<file path="src/rtl/vme_sysctl_pkg.sv">
// Shared constants and helpers for the VME slot-1 system controller.
// All backplane signals are active-low; ASSERTED/NEGATED name the two levels.
package vme_sysctl_pkg;

  localparam int DEF_BUS_TIMEOUT   = 256;
  localparam int DEF_GRANT_TIMEOUT = 16;
  localparam int DEF_TIMER_WIDTH   = 9;

  // One-hot arbiter states
  localparam logic [2:0] ST_IDLE  = 3'b001;
  localparam logic [2:0] ST_GRANT = 3'b010;
  localparam logic [2:0] ST_BUSY  = 3'b100;

  localparam logic [1:0] LVL0 = 2'd0;
  localparam logic [1:0] LVL1 = 2'd1;
  localparam logic [1:0] LVL2 = 2'd2;
  localparam logic [1:0] LVL3 = 2'd3;

  localparam logic ASSERTED = 1'b0;
  localparam logic NEGATED  = 1'b1;

  function automatic logic [1:0] fixed_winner(input logic [3:0] req_n);
    logic [1:0] win;
    if (req_n[3] == ASSERTED) begin
      win = LVL3;
    end else if (req_n[2] == ASSERTED) begin
      win = LVL2;
    end else if (req_n[1] == ASSERTED) begin
      win = LVL1;
    end else begin
      win = LVL0;
    end
    return win;
  endfunction

  // Search downward from one level below the last grant, wrapping 0 -> 3
  function automatic logic [1:0] rr_winner(input logic [3:0] req_n, input logic [1:0] last);
    logic [1:0] win;
    logic [1:0] lvl;
    logic       found;
    win   = last;
    found = 1'b0;
    for (int i = 1; i <= 4; i++) begin
      lvl = last - 2'(i);
      if (!found && req_n[lvl] == ASSERTED) begin
        win   = lvl;
        found = 1'b1;
      end else begin
        found = found;
      end
    end
    return win;
  endfunction

  function automatic logic [3:0] above_mask(input logic [1:0] lvl);
    return 4'(4'b1110 << lvl);
  endfunction

endpackage

</file>
<file path="src/rtl/vme_system_controller_if.sv">
// Backplane-side signal bundle of the system controller.
// master = the controller, slave = the backplane/bench side.
interface vme_system_controller_if;
  logic [3:0] vme_br;
  logic       vme_bbsy;
  logic       vme_as;
  logic [1:0] vme_ds;
  logic       vme_dtack;
  logic       vme_berr_in;
  logic [3:0] vme_bg_out;
  logic       vme_bclr;
  logic       vme_berr_out;
  logic [1:0] bus_owner;
  logic       bus_busy;

  modport master (
    input  vme_br, vme_bbsy, vme_as, vme_ds, vme_dtack, vme_berr_in,
    output vme_bg_out, vme_bclr, vme_berr_out, bus_owner, bus_busy
  );

  modport slave (
    output vme_br, vme_bbsy, vme_as, vme_ds, vme_dtack, vme_berr_in,
    input  vme_bg_out, vme_bclr, vme_berr_out, bus_owner, bus_busy
  );
endinterface

</file>
<file path="src/rtl/vme_bus_timer.sv">
// Data-transfer bus timer: drives BERR when a DS cycle gets no DTACK/BERR
// within BUS_TIMEOUT clocks of the synchronised strobes.
module vme_bus_timer
  import vme_sysctl_pkg::*;
#(
  parameter int BUS_TIMEOUT = DEF_BUS_TIMEOUT,
  parameter int TIMER_WIDTH = DEF_TIMER_WIDTH
) (
  input  logic       clock,
  input  logic       reset,
  input  logic       sysctl_enable,
  input  logic       vme_as,
  input  logic [1:0] vme_ds,
  input  logic       vme_dtack,
  input  logic       vme_berr_in,
  output logic       vme_berr_out
);

  localparam logic [TIMER_WIDTH-1:0] TIMEOUT_VAL = TIMER_WIDTH'(BUS_TIMEOUT);
  localparam logic [TIMER_WIDTH-1:0] FIRE_AT     = TIMER_WIDTH'(BUS_TIMEOUT - 1);

  logic [4:0]             meta_r;
  logic [4:0]             sync_r;
  logic [TIMER_WIDTH-1:0] cnt_r;
  logic                   stopped_r;
  logic                   berr_r;
  logic                   as_s;
  logic [1:0]             ds_s;
  logic                   armed_s;
  logic                   ack_s;

  // Two-flop synchroniser for {BERR_in, DTACK, DS1, DS0, AS}
  always_ff @(posedge clock or negedge reset) begin
    if (!reset) begin
      meta_r <= 5'h1F;
      sync_r <= 5'h1F;
    end else begin
      meta_r <= {vme_berr_in, vme_dtack, vme_ds, vme_as};
      sync_r <= meta_r;
    end
  end

  assign as_s    = sync_r[0];
  assign ds_s    = sync_r[2:1];
  assign armed_s = (as_s == ASSERTED) && (ds_s != 2'b11);
  assign ack_s   = (sync_r[3] == ASSERTED) || (sync_r[4] == ASSERTED);

  // Timeout counter; a slave response freezes it until both DS release
  always_ff @(posedge clock or negedge reset) begin
    if (!reset) begin
      cnt_r     <= '0;
      stopped_r <= 1'b0;
      berr_r    <= NEGATED;
    end else if (!sysctl_enable || ds_s == 2'b11) begin
      cnt_r     <= '0;
      stopped_r <= 1'b0;
      berr_r    <= NEGATED;
    end else if (armed_s && !stopped_r) begin
      if (ack_s) begin
        stopped_r <= 1'b1;
      end else if (cnt_r == FIRE_AT) begin
        cnt_r  <= TIMEOUT_VAL;
        berr_r <= ASSERTED;
      end else if (cnt_r != TIMEOUT_VAL) begin
        cnt_r <= cnt_r + 1'b1;
      end else begin
        cnt_r <= cnt_r;
      end
    end else begin
      cnt_r <= cnt_r;
    end
  end

  assign vme_berr_out = berr_r;

endmodule

</file>
<file path="src/rtl/vme_system_controller.sv">
// VME slot-1 system controller: 4-level bus arbiter plus data-transfer bus timer.
// Build option VME_ARB_ROUND_ROBIN_EN selects round-robin arbitration (BCLR unused).
module vme_system_controller
  import vme_sysctl_pkg::*;
#(
  parameter int BUS_TIMEOUT   = DEF_BUS_TIMEOUT,
  parameter int GRANT_TIMEOUT = DEF_GRANT_TIMEOUT,
  parameter int TIMER_WIDTH   = DEF_TIMER_WIDTH
) (
  input  logic                     clock,
  input  logic                     reset,
  input  logic                     sysctl_enable,
  vme_system_controller_if.master  bus
);

  localparam logic [TIMER_WIDTH-1:0] GRANT_LAST = TIMER_WIDTH'(GRANT_TIMEOUT - 1);

  logic [3:0]             br_meta_r;
  logic [3:0]             br_sync_r;
  logic                   bbsy_meta_r;
  logic                   bbsy_sync_r;
  logic [2:0]             state_r;
  logic [2:0]             state_nxt_s;
  logic [1:0]             owner_r;
  logic [1:0]             owner_nxt_s;
  logic [1:0]             winner_s;
  logic [TIMER_WIDTH-1:0] grant_cnt_r;
  logic [TIMER_WIDTH-1:0] grant_cnt_nxt_s;
  logic [3:0]             bg_r;
  logic [3:0]             bg_nxt_s;
  logic                   busy_r;

  // Two-flop synchronisers for the arbitration inputs
  always_ff @(posedge clock or negedge reset) begin
    if (!reset) begin
      br_meta_r   <= 4'hF;
      br_sync_r   <= 4'hF;
      bbsy_meta_r <= NEGATED;
      bbsy_sync_r <= NEGATED;
    end else begin
      br_meta_r   <= bus.vme_br;
      br_sync_r   <= br_meta_r;
      bbsy_meta_r <= bus.vme_bbsy;
      bbsy_sync_r <= bbsy_meta_r;
    end
  end

`ifdef VME_ARB_ROUND_ROBIN_EN
  assign winner_s     = rr_winner(br_sync_r, owner_r);
  assign bus.vme_bclr = NEGATED;
`else
  logic higher_req_s;
  assign winner_s     = fixed_winner(br_sync_r);
  assign higher_req_s = |(~br_sync_r & above_mask(owner_r));
  // Decoded from registered state so it follows BUSY exit on the same edge
  assign bus.vme_bclr = (state_r == ST_BUSY && higher_req_s) ? ASSERTED : NEGATED;
`endif

  // Arbiter next-state and grant-counter logic
  always_comb begin
    state_nxt_s     = state_r;
    owner_nxt_s     = owner_r;
    grant_cnt_nxt_s = grant_cnt_r;
    case (state_r)
      ST_IDLE: begin
        grant_cnt_nxt_s = '0;
        if (bbsy_sync_r == NEGATED && br_sync_r != 4'hF) begin
          state_nxt_s = ST_GRANT;
          owner_nxt_s = winner_s;
        end else begin
          state_nxt_s = ST_IDLE;
        end
      end
      ST_GRANT: begin
        if (bbsy_sync_r == ASSERTED) begin
          state_nxt_s     = ST_BUSY;
          grant_cnt_nxt_s = '0;
        end else if (grant_cnt_r == GRANT_LAST) begin
          grant_cnt_nxt_s = '0;
          if (br_sync_r[owner_r] == NEGATED) begin
            state_nxt_s = ST_IDLE;
          end else begin
            state_nxt_s = ST_GRANT;
          end
        end else begin
          grant_cnt_nxt_s = grant_cnt_r + 1'b1;
        end
      end
      ST_BUSY: begin
        if (bbsy_sync_r == NEGATED) begin
          state_nxt_s = ST_IDLE;
        end else begin
          state_nxt_s = ST_BUSY;
        end
      end
      default: begin
        state_nxt_s     = ST_IDLE;
        owner_nxt_s     = LVL0;
        grant_cnt_nxt_s = '0;
      end
    endcase
  end

  // Grant head for the next state so BG is low on the entry edge
  always_comb begin
    bg_nxt_s = 4'hF;
    if (state_nxt_s == ST_GRANT) begin
      bg_nxt_s[owner_nxt_s] = ASSERTED;
    end else begin
      bg_nxt_s = 4'hF;
    end
  end

  // Arbiter state and registered outputs
  always_ff @(posedge clock or negedge reset) begin
    if (!reset) begin
      state_r     <= ST_IDLE;
      owner_r     <= LVL0;
      grant_cnt_r <= '0;
      bg_r        <= 4'hF;
      busy_r      <= 1'b0;
    end else if (!sysctl_enable) begin
      state_r     <= ST_IDLE;
      owner_r     <= LVL0;
      grant_cnt_r <= '0;
      bg_r        <= 4'hF;
      busy_r      <= 1'b0;
    end else begin
      state_r     <= state_nxt_s;
      owner_r     <= owner_nxt_s;
      grant_cnt_r <= grant_cnt_nxt_s;
      bg_r        <= bg_nxt_s;
      busy_r      <= (state_nxt_s != ST_IDLE);
    end
  end

  assign bus.vme_bg_out = bg_r;
  assign bus.bus_owner  = owner_r;
  assign bus.bus_busy   = busy_r;

  vme_bus_timer #(
    .BUS_TIMEOUT (BUS_TIMEOUT),
    .TIMER_WIDTH (TIMER_WIDTH)
  ) u_bus_timer (
    .clock         (clock),
    .reset         (reset),
    .sysctl_enable (sysctl_enable),
    .vme_as        (bus.vme_as),
    .vme_ds        (bus.vme_ds),
    .vme_dtack     (bus.vme_dtack),
    .vme_berr_in   (bus.vme_berr_in),
    .vme_berr_out  (bus.vme_berr_out)
  );

endmodule

</file>
<file path="src/flat_wrapper.sv">
// flat-port wrapper written by rule: the top's interface ports become plain ports
module vme_system_controller_flat import vme_sysctl_pkg::*;
#(
  parameter int BUS_TIMEOUT   = DEF_BUS_TIMEOUT,
  parameter int GRANT_TIMEOUT = DEF_GRANT_TIMEOUT,
  parameter int TIMER_WIDTH   = DEF_TIMER_WIDTH
)
  (clock, reset, sysctl_enable, bus_vme_br, bus_vme_bbsy, bus_vme_as, bus_vme_ds, bus_vme_dtack, bus_vme_berr_in, bus_vme_bg_out, bus_vme_bclr, bus_vme_berr_out, bus_bus_owner, bus_bus_busy);
  vme_system_controller_if bus_i ();
  input  logic clock;
  input  logic reset;
  input  logic sysctl_enable;
  input wire logic [$bits(bus_i.vme_br)-1:0] bus_vme_br;
  input wire logic [$bits(bus_i.vme_bbsy)-1:0] bus_vme_bbsy;
  input wire logic [$bits(bus_i.vme_as)-1:0] bus_vme_as;
  input wire logic [$bits(bus_i.vme_ds)-1:0] bus_vme_ds;
  input wire logic [$bits(bus_i.vme_dtack)-1:0] bus_vme_dtack;
  input wire logic [$bits(bus_i.vme_berr_in)-1:0] bus_vme_berr_in;
  output wire logic [$bits(bus_i.vme_bg_out)-1:0] bus_vme_bg_out;
  output wire logic [$bits(bus_i.vme_bclr)-1:0] bus_vme_bclr;
  output wire logic [$bits(bus_i.vme_berr_out)-1:0] bus_vme_berr_out;
  output wire logic [$bits(bus_i.bus_owner)-1:0] bus_bus_owner;
  output wire logic [$bits(bus_i.bus_busy)-1:0] bus_bus_busy;
  assign bus_i.vme_br = bus_vme_br;
  assign bus_i.vme_bbsy = bus_vme_bbsy;
  assign bus_i.vme_as = bus_vme_as;
  assign bus_i.vme_ds = bus_vme_ds;
  assign bus_i.vme_dtack = bus_vme_dtack;
  assign bus_i.vme_berr_in = bus_vme_berr_in;
  assign bus_vme_bg_out = bus_i.vme_bg_out;
  assign bus_vme_bclr = bus_i.vme_bclr;
  assign bus_vme_berr_out = bus_i.vme_berr_out;
  assign bus_bus_owner = bus_i.bus_owner;
  assign bus_bus_busy = bus_i.bus_busy;
  vme_system_controller #(.BUS_TIMEOUT(BUS_TIMEOUT), .GRANT_TIMEOUT(GRANT_TIMEOUT), .TIMER_WIDTH(TIMER_WIDTH)) u_core (.clock(clock), .reset(reset), .sysctl_enable(sysctl_enable), .bus(bus_i));
endmodule
</file>
<file path="config.mk">
export PLATFORM = sky130hd
export DESIGN_NAME = vme_system_controller_flat
export DESIGN_NICKNAME = d
export VERILOG_FILES = /design/src/rtl/vme_sysctl_pkg.sv /design/src/rtl/vme_system_controller_if.sv /design/src/rtl/vme_bus_timer.sv /design/src/rtl/vme_system_controller.sv /design/src/flat_wrapper.sv
export SDC_FILE = /design/constraint.sdc
export NUM_CORES = 1
export LEC_CHECK = 0
export BUFFER_PORTS_ARGS = -buffer_cell sky130_fd_sc_hd__buf_4
export CORE_ASPECT_RATIO = 0.5
export CORE_UTILIZATION = 45
export CTS_CLUSTER_SIZE = 25
export DETAILED_ROUTE_END_ITERATION = 12
export HOLD_SLACK_MARGIN = 0.15
export PLACE_DENSITY = 0.6
export SLEW_MARGIN = 20
export SYNTH_ARGS = -nofsm -noshare
export SYNTH_HDL_FRONTEND = slang
export SYNTH_HIERARCHICAL = 1
export SYNTH_SLANG_ARGS = --single-unit
</file>
<file path="constraint.sdc">
create_clock -name clock -period 2.35 [get_ports clock]
set_input_delay 0.1175 -clock clock [delete_from_list [all_inputs] [get_ports clock]]
set_output_delay 0.1175 -clock clock [all_outputs]
set_load 0.01 [all_outputs]
</file>
Yosys cells after proc, flatten, opt, wreduce, memory -nomap -nowiden
Index checks and enable logic that the tools add are counted.

Bits in registers: 50. Input port bits: 13. Output and inout bits: 9. Word-level logic and storage cells: 94.

$add $sub $neg: 2. $lt $le $gt $ge: 3. Equality and inequality tests: 13. Shift-type cells: 1. Mux-type cells: 37. Bitwise operators: 6. Reduce and logical (&&, ||, !) cells: 18.

Operators by type and width (count): 9-bit two-way mux (8); 9-bit by 1-bit adder with 9-bit output, second input constant (2); 9-bit one-hot mux with 2 select lines (1); 1-bit two-way mux (12); 2-bit two-way mux (6); 3-bit two-way mux (4); 9-bit by 4-bit == test with 1-bit output, second input constant (1); 9-bit by 8-bit == test with 1-bit output, second input constant (1); 9-bit inequality test, second input constant (1); 3-bit one-hot mux with 3 select lines (1); 4-bit two-way mux (2); 4-bit NOT (2); 3-bit by 2-bit == test with 1-bit output, second input constant (2); 2-bit by 3-bit less-than comparator with 1-bit output, second input constant (2); 3-bit AND reduction (2); 2-bit nonzero test (3); 1-bit logical AND (5); 4-bit bitwise AND (1); 2-bit inequality test, second input constant (2); 4-bit inequality test, second input constant (1); 2-bit one-hot mux with 2 select lines (1); 4-bit OR reduction (1); 4-bit by 2-bit << shifter with 4-bit output, first input constant (1); 3-bit by 1-bit == test with 1-bit output, second input constant (1); other kinds (13) (17).

Logic depth before layout (Yosys ltp)
Gate-level depths: netlist of run 1.

Depth in word-level cells: 12. Gate-level depth with buffers: 10. Depth with buffers taken out: 9.

Cells and area by module
The synthesis of run 1 kept the hierarchy.

Modules (own cells, without submodules): vme_system_controller (instances 1, cells each 111, area each 1313.8 um2, seq. area each 744.5 um2); vme_bus_timer (instances 1, cells each 86, area each 980.9 um2, seq. area each 539.3 um2).

Worst setup path before layout of run 1
Ideal clock, no wire load.

Path type: reg2reg. From: register u_core.u_bus_timer.cnt_r[0]. To: register u_core.u_bus_timer.cnt_r[7]. Library setup time: 0.079 ns. Arrival: 1.999 ns. Data required time: 2.271 ns. Slack: 0.272 ns. Stages on the path, launching flop included: 10. Buffers on the path: 1. Clock period less this slack: 2.078 ns. Cell sequence: dfrtp_1 > ha_1 > and3_1 > nand3_1 > nor2_1 > ha_1 > clkbuf_1 > or3_1 > or3_1 > a21oi_1.

Cells in the longest elaborated chain, start to end: 6. Elaborated cells between the ends (all ways): 10. Those cells by class: add/sub (1); eq/ne (2); mux (5); reduce/logical (2).

RTL lines: start, declared (line vme_bus_timer.sv:24) `logic [TIMER_WIDTH-1:0] cnt_r;`; start signal, assigned (line vme_bus_timer.sv:65) `cnt_r <= cnt_r + 1'b1;`; start signal, assigned (line vme_bus_timer.sv:67) `cnt_r <= cnt_r;`; start signal, assigned (line vme_bus_timer.sv:70) `cnt_r <= cnt_r;`; 9-bit by 1-bit adder with 9-bit output (line vme_bus_timer.sv:65); 9-bit two-way mux (line vme_bus_timer.sv:64) `end else if (cnt_r != TIMEOUT_VAL) begin`; 9-bit two-way mux (line vme_bus_timer.sv:61) `end else if (cnt_r == FIRE_AT) begin`; 9-bit two-way mux (line vme_bus_timer.sv:59) `if (ack_s) begin`; 9-bit two-way mux (line vme_bus_timer.sv:58) `end else if (armed_s && !stopped_r) begin`; 9-bit two-way mux (line vme_bus_timer.sv:54) `end else if (!sysctl_enable || ds_s == 2'b11) begin`.

Parallel ways exist; a longest one is shown, timed or not. The select of a mux whose other input is x is not followed. A chain may end at the register's enable or synchronous reset.

Worst setup path after layout of run 1
From: register u_core.u_bus_timer.cnt_r[0]. To: register u_core.u_bus_timer.cnt_r[4].

Same word-level chain as after synthesis.

==> results.txt, run 1 <==
status -> completed
CP Launch Type -> flop
Ports -> 22
cell taking the most area after synthesis -> dfstp_2
first-pass GRT wire length -> 6775 µm
clk_lat worst skew -> 0.30 ns
Crit path arrival time -> 2.38 ns
DR pass1 iterations -> 4
Die ar. -> 5406 µm²
Fmax -> 0.4648 GHz
# rows -> 17
Slew headroom -> 59.48%
initial core utilization -> 49.49%
CTS Root Cell -> clkbuf_8
total CTS buffers -> 5
Die Width -> 103.0 µm
worst-path maximum fanout -> 9
Post-synth EDFFs -> 0
R2R Path End -> u_core/u_bus_timer/cnt_r[4]
Synth top area share -> 29.77%
Post-Syn Area per Cell -> 11.65 µm²
initial antenna violation count -> 0
Slew Viols, Final -> 0
fin util -> 59.74%
Hold Slack -> 0.3566 ns
critical path required time -> 2.58 ns
H-tree Lvls -> 2
CP endpoint kind -> flop
fraction of registers with async set/reset -> 100.0%
routability congestion estimate -> 0.8271
count leader, synth -> dfstp_2
fin crit share -> 91.54%
FF-to-FF path depth -> 9
DRC errors left -> 0
HPWL Detailed -> 2804 µm
Worst Hold Class -> in2async
stages on the worst setup path -> 9
final worst slack -> 0.1987 ns
Fin. Hold Viols -> 0
CP startpoint -> u_core/u_bus_timer/cnt_r[0]
layout cells sized above 1 -> 29.06%
unrepaired setup endpoints after global routing -> no
dpl ws -> 0.2139 ns
Antenna Violating Nets Remaining -> 0
height of the die -> 52.50 µm
Final TNS setup -> 0 ns
GR Overflow Total -> 0
Syn Std Cell Area -> 2295 µm²
LEAKAGE -> 1.076 nW
CP most frequent cell -> ha_1
CP bufs+invs -> 1
CP Capture Point -> u_core/u_bus_timer/cnt_r[4]
clock-pin transition on the worst setup and hold timing paths -> 0.09 ns
register-to-register setup slack -> 0.20 ns
P&R area growth vs syn -> 20.72%
Net count, final -> 250
Finished Cell Area -> 2770 µm²
slowest CP cell -> dfrtp_1
Via density -> 5.150
post-synthesis sequential area ratio -> 55.94%
FF+latch count, synth -> 50
Main synth FF type -> dfstp_2
CP Class -> reg2reg
post-synthesis cell type count -> 45
Crit Reg-Reg Startpoint -> u_core/u_bus_timer/cnt_r[0]
worst slew pin tran -> 0.6078 ns
Tmin final -> 2.151 ns
Worst IR Drop VDD -> 321.6 µV
Port Buffer Count -> 21
Tot GR Track Use -> 17.42%
drt wl/cell -> 13.62 µm
clock tree from TritonCTS -> yes
CP peak stage delay -> 0.41 ns
Clock Skew -> 0.004556 ns
Syn Inst Count -> 197
Yosys warnings -> 6
vias in the first global route -> 1,463
antenna cells -> 0
# setup viols final -> 0
clock sink count -> 50
maxcap violations -> 0
Net Count, Synth -> 214
P per Cell Area -> 640.4 nW/µm²
Starting DRT DRC Count -> 35
largest net degree at the start of global routing -> 51
synth top area cells -> dfstp_2 (30%), dfrtp_1 (26%), nand2_1 (3.4%)
CP Cell Sequence -> ha_1 > and3_1 > nand3_1 > nor2_1 > ha_1 > inv_1 > o211ai_4 > or3b_1 > a21oi_1
number of vias after detailed routing -> 1,545
maximum buffer depth of the clock tree -> 2
placed cell area -> 2512 µm²
synth cell count leaders -> dfstp_2 (26), dfrtp_1 (24), nand2_1 (21)
wirelength, routed -> 4086 µm
core box area -> 4637 µm²
Top delay family on crit path -> simple AND/OR/NAND/NOR gates
-- through the flow --
step,instances,power [mW]
2_1_floorplan,197,1.013
3_3_place_gp,280,1.065
3_5_place_dp,280,1.070
4_1_cts,300,1.802
5_1_grt,300,1.856
6_report,300,1.774
-- cell type report --
class / instances / area [µm²]
multi-input cells: 135 / 954.7
clock inverters: 3 / 68.82
flip-flops and latches: 50 / 1284
well taps: 66 / 82.58
inverters: 7 / 26.28
clock buffers: 5 / 68.82
repair buffers: 34 / 285.3
fillers: 393 / 1867
-- worst min-delay path by stage --
stage	startpoint	to	cells past startpoint
after global placement	reset	u_core/u_bus_timer/cnt_r[5]	1
final	reset	u_core/u_bus_timer/cnt_r[6]	2
after detailed placement	reset	u_core/u_bus_timer/cnt_r[5]	1
after CTS	u_core/u_bus_timer/meta_r[4]	u_core/u_bus_timer/sync_r[4]	0
after floorplan	reset	u_core/bus.bus_busy	0
after global routing	u_core/br_meta_r[0]	u_core/br_sync_r[0]	0
-- placed cells by master (no fill, tap or decap), types with 3 or more instances in the layout --
cell and n:
nor2_1 14, inv_1 7, buf_4 22, xnor2_1 7, o21ai_0 8, clkbuf_8 5
o22ai_1 3, nand3_1 8, dfrtp_1 24, and2_1 3, ha_1 4, dlygate4sd3_1 12
nand4_1 3, nand2_1 21, or3_1 5, a21oi_1 10, nor3_1 6, and3_1 3
or3b_1 5, dfstp_2 26, nor2b_1 5
-- worst register-to-register path, cell delays in order, from the launching register on --
cell and delay [ns]:
dfrtp_1 0.41, ha_1 0.22, and3_1 0.21, nand3_1 0.10
nor2_1 0.06, ha_1 0.28, inv_1 0.13, o211ai_4 0.12
or3b_1 0.38, a21oi_1 0.16
-- registers in the layout, indices dropped and copies added (netlist names), 2 cells and up --
name,flops
u_core/br_sync_r,4
u_core/u_bus_timer/meta_r,5
u_core/state_r,3
u_core/grant_cnt_r,9
u_core/bus.vme_bg_out,4
u_core/bus.bus_owner,2
u_core/u_bus_timer/cnt_r,9
u_core/br_meta_r,4
u_core/u_bus_timer/sync_r,5
-- logic make-up after synthesis --
group | Yosys count | synth area share, %
multiplexers | 1 | 0.9814
flip-flops | 50 | 55.94
buffers and inverters | 12 | 2.454
XOR/XNOR | 7 | 2.672
AND/OR/NAND/NOR | 86 | 23.61
AO/OA/AOI/OAI | 37 | 12.16
adder cells (fa/ha/maj) | 4 | 2.181
-- timing repair --
item | in CTS | in global routing
hold buffers | 12 | 0
resized for setup | 0 | 0
setup endpoints to repair | 0 | 0
setup buffers | 0 | 0
hold endpoints to repair | 39 | 0
-- power by group --
group / internal (mW) / switching, mW / total [mW] / leakage (nW)
sequential: 0.906 / 0.0254 / 0.931 / 0.605
clock: 0.426 / 0.280 / 0.706 / 0.0683
combinational: 0.0688 / 0.0680 / 0.137 / 0.403
total: 1.40 / 0.373 / 1.77 / 1.08
-- routing by layer --
layer | global-route usage, % | up-vias | share of wire, %
li1 | - | 777 | -
met1 | 21.34 | 736 | 48
met2 | 29.44 | 25 | 48
met3 | 4.933 | 7 | 3.3
met4 | 7.042 | 0 | 1.2
met5 | 0 | - | 0
No activity file was read; power rests on OpenSTA's default activity.
==> run 2: changes to the inputs <==
--- a/config.mk
+++ b/config.mk
@@ -11,6 +11,7 @@
 export CTS_CLUSTER_SIZE = 25
 export DETAILED_ROUTE_END_ITERATION = 12
 export HOLD_SLACK_MARGIN = 0.15
+export MAX_ROUTING_LAYER = met4
 export PLACE_DENSITY = 0.6
 export SLEW_MARGIN = 20
 export SYNTH_ARGS = -nofsm -noshare
==> results.txt, run 2 (synthesized netlist as in run 1, its figures left out) <==
status -> completed
switching power -> 0.3739 mW
Fmax -> 0.4649 GHz
DRC errors left -> 0
DR pass1 iterations -> 4
routability congestion estimate -> 0.8396
wirelength, routed -> 4081 µm
fin crit share -> 91.54%
worst slew pin tran -> 0.6030 ns
placed cell area -> 2512 µm²
layout cells sized above 1 -> 29.06%
commonest non-fill, non-tap cells in the layout -> dfstp_2 (26), dfrtp_1 (24), buf_4 (22)
CTS resizes -> 0
unrepaired setup endpoints after global routing -> no
dpl ws -> 0.2139 ns
Hold Slack -> 0.3554 ns
Fin. Hold Viols -> 0
final worst slack -> 0.1988 ns
Via density -> 5.147
CP Cell Sequence -> ha_1 > and3_1 > nand3_1 > nor2_1 > ha_1 > inv_1 > o211ai_4 > or3b_1 > a21oi_1
P&R area growth vs syn -> 20.72%
Seq pwr share -> 52.5%
P per Cell Area -> 640.7 nW/µm²
CP peak stage delay -> 0.41 ns
Tmin final -> 2.151 ns
Ports -> 22
CTS Root Cell -> clkbuf_8
CP Class -> reg2reg
Starting DRT DRC Count -> 38
core box area -> 4637 µm²
dpl cells -> 280
Port Buffer Count -> 21
number of vias after detailed routing -> 1,544
clk_lat worst skew -> 0.30 ns
largest net degree at the start of global routing -> 51
Clock Power Share -> 39.8%
clock-pin transition on the worst setup and hold timing paths -> 0.09 ns
Layout Cells excl Fill -> 300
# rows -> 17
CP Launch Type -> flop
fin util -> 59.74%
Top delay family on crit path -> simple AND/OR/NAND/NOR gates
antenna cells -> 0
clock sink count -> 50
Antenna Violating Nets Remaining -> 0
Clock Skew -> 0.004123 ns
GR Overflow Total -> 0
Net Sw Frac -> 21.07%
H-tree Lvls -> 2
commonest non-fill, non-tap cell in the layout -> dfstp_2
vias in the first global route -> 1,463
power consumption -> 1.775 mW
Regs by FF count -> u_core/grant_cnt_r: 9 flops, u_core/u_bus_timer/cnt_r: 9 flops
critical path required time -> 2.58 ns
slowest CP cell -> dfrtp_1
LEAKAGE -> 1.076 nW
CP bufs+invs -> 1
Slew Viols, Final -> 0
clock tree from TritonCTS -> yes
Finished Cell Area -> 2770 µm²
Final TNS setup -> 0 ns
Worst IR Drop VDD -> 322.6 µV
Tot GR Track Use -> 17.88%
initial core utilization -> 49.49%
sequential cell area -> 1284 µm²
Die Width -> 103.0 µm
total CTS buffers -> 5
height of the die -> 52.50 µm
# setup viols final -> 0
CP most frequent cell -> ha_1
Comb power frac -> 7.7%
Post-CTS Setup Bufs -> 0
HPWL Detailed -> 2804 µm
CP endpoint kind -> flop
maximum buffer depth of the clock tree -> 2
area of the multi-input gates -> 954.7 µm²
internal power -> 1.401 mW
fill count -> 393
Die ar. -> 5406 µm²
first-pass GRT wire length -> 6762 µm
Crit path arrival time -> 2.38 ns
Worst Hold Class -> in2async
Net count, final -> 250
maxcap violations -> 0
hold_buf cts -> 12
initial antenna violation count -> 0
drt wl/cell -> 13.60 µm
worst-path maximum fanout -> 9
Slew headroom -> 59.80%
==> run 2: cell counts in the layout (fill, tap and decap cells not counted) <==
Identical to the previous run, type by type.
==> run 2: power groups by stage <==
stage / sequential (mW) / clock [mW] / combinational, mW
global placement: 0.945 / 0 / 0.120
detailed placement: 0.946 / 0 / 0.123
CTS: 0.932 / 0.731 / 0.139
finish: 0.931 / 0.707 / 0.137
floorplan: 0.939 / 0 / 0.0737
global route: 0.936 / 0.767 / 0.152
==> run 2: area by class of cell <==
class	instances	area share [%]
clock buffer	5	2.484
timing repair buffer	34	10.30
clock inverter	3	2.484
multi-input combinational	135	34.46
tap	66	2.981
sequential	50	46.34
inverter	7	0.9485
==> run 2: worst paths after layout <==
check                                              from                      endpoint  slack, ns  cells past startpoint
max                         u_core/u_bus_timer/cnt_r[0]   u_core/u_bus_timer/cnt_r[4]       0.20                      9
min                                               reset   u_core/u_bus_timer/cnt_r[6]       0.36                      2
max reg2reg                 u_core/u_bus_timer/cnt_r[0]   u_core/u_bus_timer/cnt_r[4]       0.20                      9
min reg2reg                u_core/u_bus_timer/meta_r[4]  u_core/u_bus_timer/sync_r[4]       0.36                      0
max in group asynchronous                         reset         u_core/grant_cnt_r[0]       1.58                      2
min in group clock         u_core/u_bus_timer/meta_r[4]  u_core/u_bus_timer/sync_r[4]       0.36                      0
==> run 2: per-layer routing <==
layer  global-route usage [%]  part of all wire (%)
met3                    4.933                   3.2
met2                    29.22                    48
met4                    7.042                   1.2
met5                        -                     0
met1                    21.43                    48
==> run 3: changes to the inputs <==
--- a/config.mk
+++ b/config.mk
@@ -5,14 +5,18 @@
 export SDC_FILE = /design/constraint.sdc
 export NUM_CORES = 1
 export LEC_CHECK = 0
+export ABC_AREA = 1
+export ABC_CLOCK_PERIOD_IN_PS = 2350
 export BUFFER_PORTS_ARGS = -buffer_cell sky130_fd_sc_hd__buf_4
+export CELL_PAD_IN_SITES_DETAIL_PLACEMENT = 0
+export CELL_PAD_IN_SITES_GLOBAL_PLACEMENT = 2
 export CORE_ASPECT_RATIO = 0.5
-export CORE_UTILIZATION = 45
+export CORE_UTILIZATION = 35
 export CTS_CLUSTER_SIZE = 25
 export DETAILED_ROUTE_END_ITERATION = 12
 export HOLD_SLACK_MARGIN = 0.15
 export MAX_ROUTING_LAYER = met4
-export PLACE_DENSITY = 0.6
+export PLACE_DENSITY = 0.74
 export SLEW_MARGIN = 20
 export SYNTH_ARGS = -nofsm -noshare
 export SYNTH_HDL_FRONTEND = slang
==> results.txt, run 3 <==
unrepaired setup endpoints after global routing -> no
Tmin final -> 1.719 ns
CP Launch Type -> flop
total CTS buffers -> 5
clock tree from TritonCTS -> yes
Antenna Violating Nets Remaining -> 0
Die Width -> 118 µm
LEAKAGE -> 1.333 nW
wirelength, routed -> 4791 µm
GR Overflow Total -> 0
post-synthesis cell type count -> 25
# setup viols final -> 0
maximum buffer depth of the clock tree -> 2
height of the die -> 60 µm
WHS Endpoint -> u_core/u_bus_timer/sync_r[2]
core box area -> 6281 µm²
area of the multi-input gates -> 935.9 µm²
largest net degree at the start of global routing -> 51
initial antenna violation count -> 0
Port Buffer Count -> 21
CP Cell Sequence -> ha_1 > nand2_1 > inv_2 > nand3_1 > nor2_1 > ha_1 > nor2_4 > inv_1 > nor3_1 > nand2_1 > nand2_1
initial core utilization -> 37.49%
Worst IR Drop VDD -> 274.3 µV
fraction of registers with async set/reset -> 100.0%
antenna cells -> 0
layout cells sized above 1 -> 25.16%
CP peak stage delay -> 0.40 ns
register-to-register setup slack -> 0.63 ns
Net Count, Synth -> 294
dpl cells -> 386
Post-synth EDFFs -> 0
fin crit share -> 73.15%
# rows -> 20
number of vias after detailed routing -> 1,825
count leader, synth -> nand2_1
CTS Root Cell -> clkbuf_16
Clock Skew -> 0.003170 ns
Die ar. -> 7080 µm²
fill count -> 644
clock-pin transition on the worst setup and hold timing paths -> 0.06 ns
Syn Inst Count -> 277
Syn Std Cell Area -> 2355 µm²
Hold Crit Start -> u_core/u_bus_timer/meta_r[2]
Yosys warnings -> 6
R2R Path End -> u_core/u_bus_timer/cnt_r[2]
post-synthesis sequential area ratio -> 54.52%
HPWL Detailed -> 3576 µm
Via density -> 4.495
clk_lat worst skew -> 0.29 ns
cell taking the most area after synthesis -> dfstp_2
Layout Cells excl Fill -> 406
Slew headroom -> 58.14%
sequential cell area -> 1284 µm²
synth cell count leaders -> nand2_1 (87), inv_1 (28), nor2_1 (28)
worst-path maximum fanout -> 5
placed cell area -> 2623 µm²
Tot GR Track Use -> 16.29%
CP endpoint kind -> flop
Crit path arrival time -> 1.95 ns
Finished Cell Area -> 2904 µm²
DR pass1 iterations -> 4
Regs by FF count -> u_core/grant_cnt_r: 9 flops, u_core/u_bus_timer/cnt_r: 9 flops
Net count, final -> 334
CTS resizes -> 0
Starting DRT DRC Count -> 60
drt wl/cell -> 11.80 µm
CP most frequent cell -> nand2_1
worst slew pin tran -> 0.6279 ns
slowest CP cell -> dfrtp_1
Worst Hold Class -> reg2reg
Main synth FF type -> dfstp_2
Slew Viols, Final -> 0
FF+latch count, synth -> 50
Fin. Hold Viols -> 0
synth top area cells -> dfstp_2 (29%), dfrtp_1 (26%), nand2_1 (14%)
P&R area growth vs syn -> 23.33%
Post-Syn Area per Cell -> 8.501 µm²
maxcap violations -> 0
critical path required time -> 2.58 ns
routability congestion estimate -> 0.8012
Synth top area share -> 29.01%
Post-CTS Setup Bufs -> 0
P per Cell Area -> 658.8 nW/µm²
clock sink count -> 50
power consumption -> 1.913 mW
CP Class -> reg2reg
Fmax -> 0.5817 GHz
worst hold stages -> 0
stages on the worst setup path -> 11
H-tree Lvls -> 2
commonest non-fill, non-tap cell in the layout -> nand2_1
Ports -> 22
commonest non-fill, non-tap cells in the layout -> nand2_1 (87), inv_1 (28), nor2_1 (28)
FF-to-FF path depth -> 11
fin util -> 46.24%
status -> completed
first-pass GRT wire length -> 8362 µm
DRC errors left -> 0
Crit Reg-Reg Startpoint -> u_core/u_bus_timer/cnt_r[0]
vias in the first global route -> 1,806
Final TNS setup -> 0 ns
CP bufs+invs -> 2
Top delay family on crit path -> simple AND/OR/NAND/NOR gates
==> run 3: per-stage QoR <==
step | worst slack [ns] | hold slack [ns]
floorplan | 0.7787 | -0.1781
global placement | 0.6566 | 0.1837
detailed placement | 0.6306 | 0.1890
CTS | 0.6140 | 0.3568
global route | 0.4111 | 0.3584
finish | 0.6310 | 0.3557
==> run 3: metal layers <==
layer | up-vias | part of all wire (%) | track usage, %
met4 | 0 | 1.5 | 6.777
met3 | 8 | 2.5 | 4.294
met1 | 847 | 48 | 19.27
met5 | - | 0 | -
met2 | 10 | 48 | 27.06
li1 | 960 | - | -
==> run 3: report_power, final <==
part | internal (mW) | leakage (nW) | switching, mW
clock network | 0.455 | 0.0801 | 0.307
registers | 0.924 | 0.603 | 0.0331
logic | 0.0822 | 0.650 | 0.113
==> run 3: layout make-up <==
class | instances | area share (%)
flip-flops and latches | 50 | 44.20
multi-input cells | 191 | 32.23
repair buffers | 33 | 9.565
clock buffers | 7 | 5.256
inverters | 36 | 4.653
well taps | 88 | 3.791
clock inverters | 1 | 0.3016
==> run 3: worst max path at each step <==
| stage | from | endpoint | slack, ns |
|---|---|---|---|
| 6_report | u_core/u_bus_timer/cnt_r[0] | u_core/u_bus_timer/cnt_r[2] | 0.63 |
| 5_1_grt | u_core/u_bus_timer/cnt_r[1] | u_core/u_bus_timer/cnt_r[7] | 0.41 |
| 4_1_cts | u_core/u_bus_timer/cnt_r[1] | u_core/u_bus_timer/cnt_r[1] | 0.61 |
| 3_5_place_dp | u_core/u_bus_timer/cnt_r[1] | u_core/u_bus_timer/cnt_r[1] | 0.63 |
| 3_3_place_gp | u_core/u_bus_timer/cnt_r[1] | u_core/u_bus_timer/cnt_r[2] | 0.66 |
| 2_1_floorplan | u_core/u_bus_timer/cnt_r[0] | u_core/u_bus_timer/cnt_r[2] | 0.78 |
==> run 3: cell families after synthesis <==
group	synth area share [%]
AOI/OAI and AO/OA	5.579
and+or+nand+nor	31.30
adders and majority gates	2.125
DFF	54.52
xor gates and xnor gates	0.7440
buffers and inverters	5.739
==> run 3: timing repair <==
item	in CTS	in global routing
endpoints found under the hold margin	37	0
hold buffers	12	0
endpoints found under the setup margin	0	0
==> run 3: worst register-to-register path: stages, from the launching register on <==
cell,delay (ns)
dfrtp_1,0.40
ha_1,0.22
nand2_1,0.10
inv_2,0.05
nand3_1,0.10
nor2_1,0.05
ha_1,0.21
nor2_4,0.17
inv_1,0.09
nor3_1,0.14
nand2_1,0.07
nand2_1,0.06
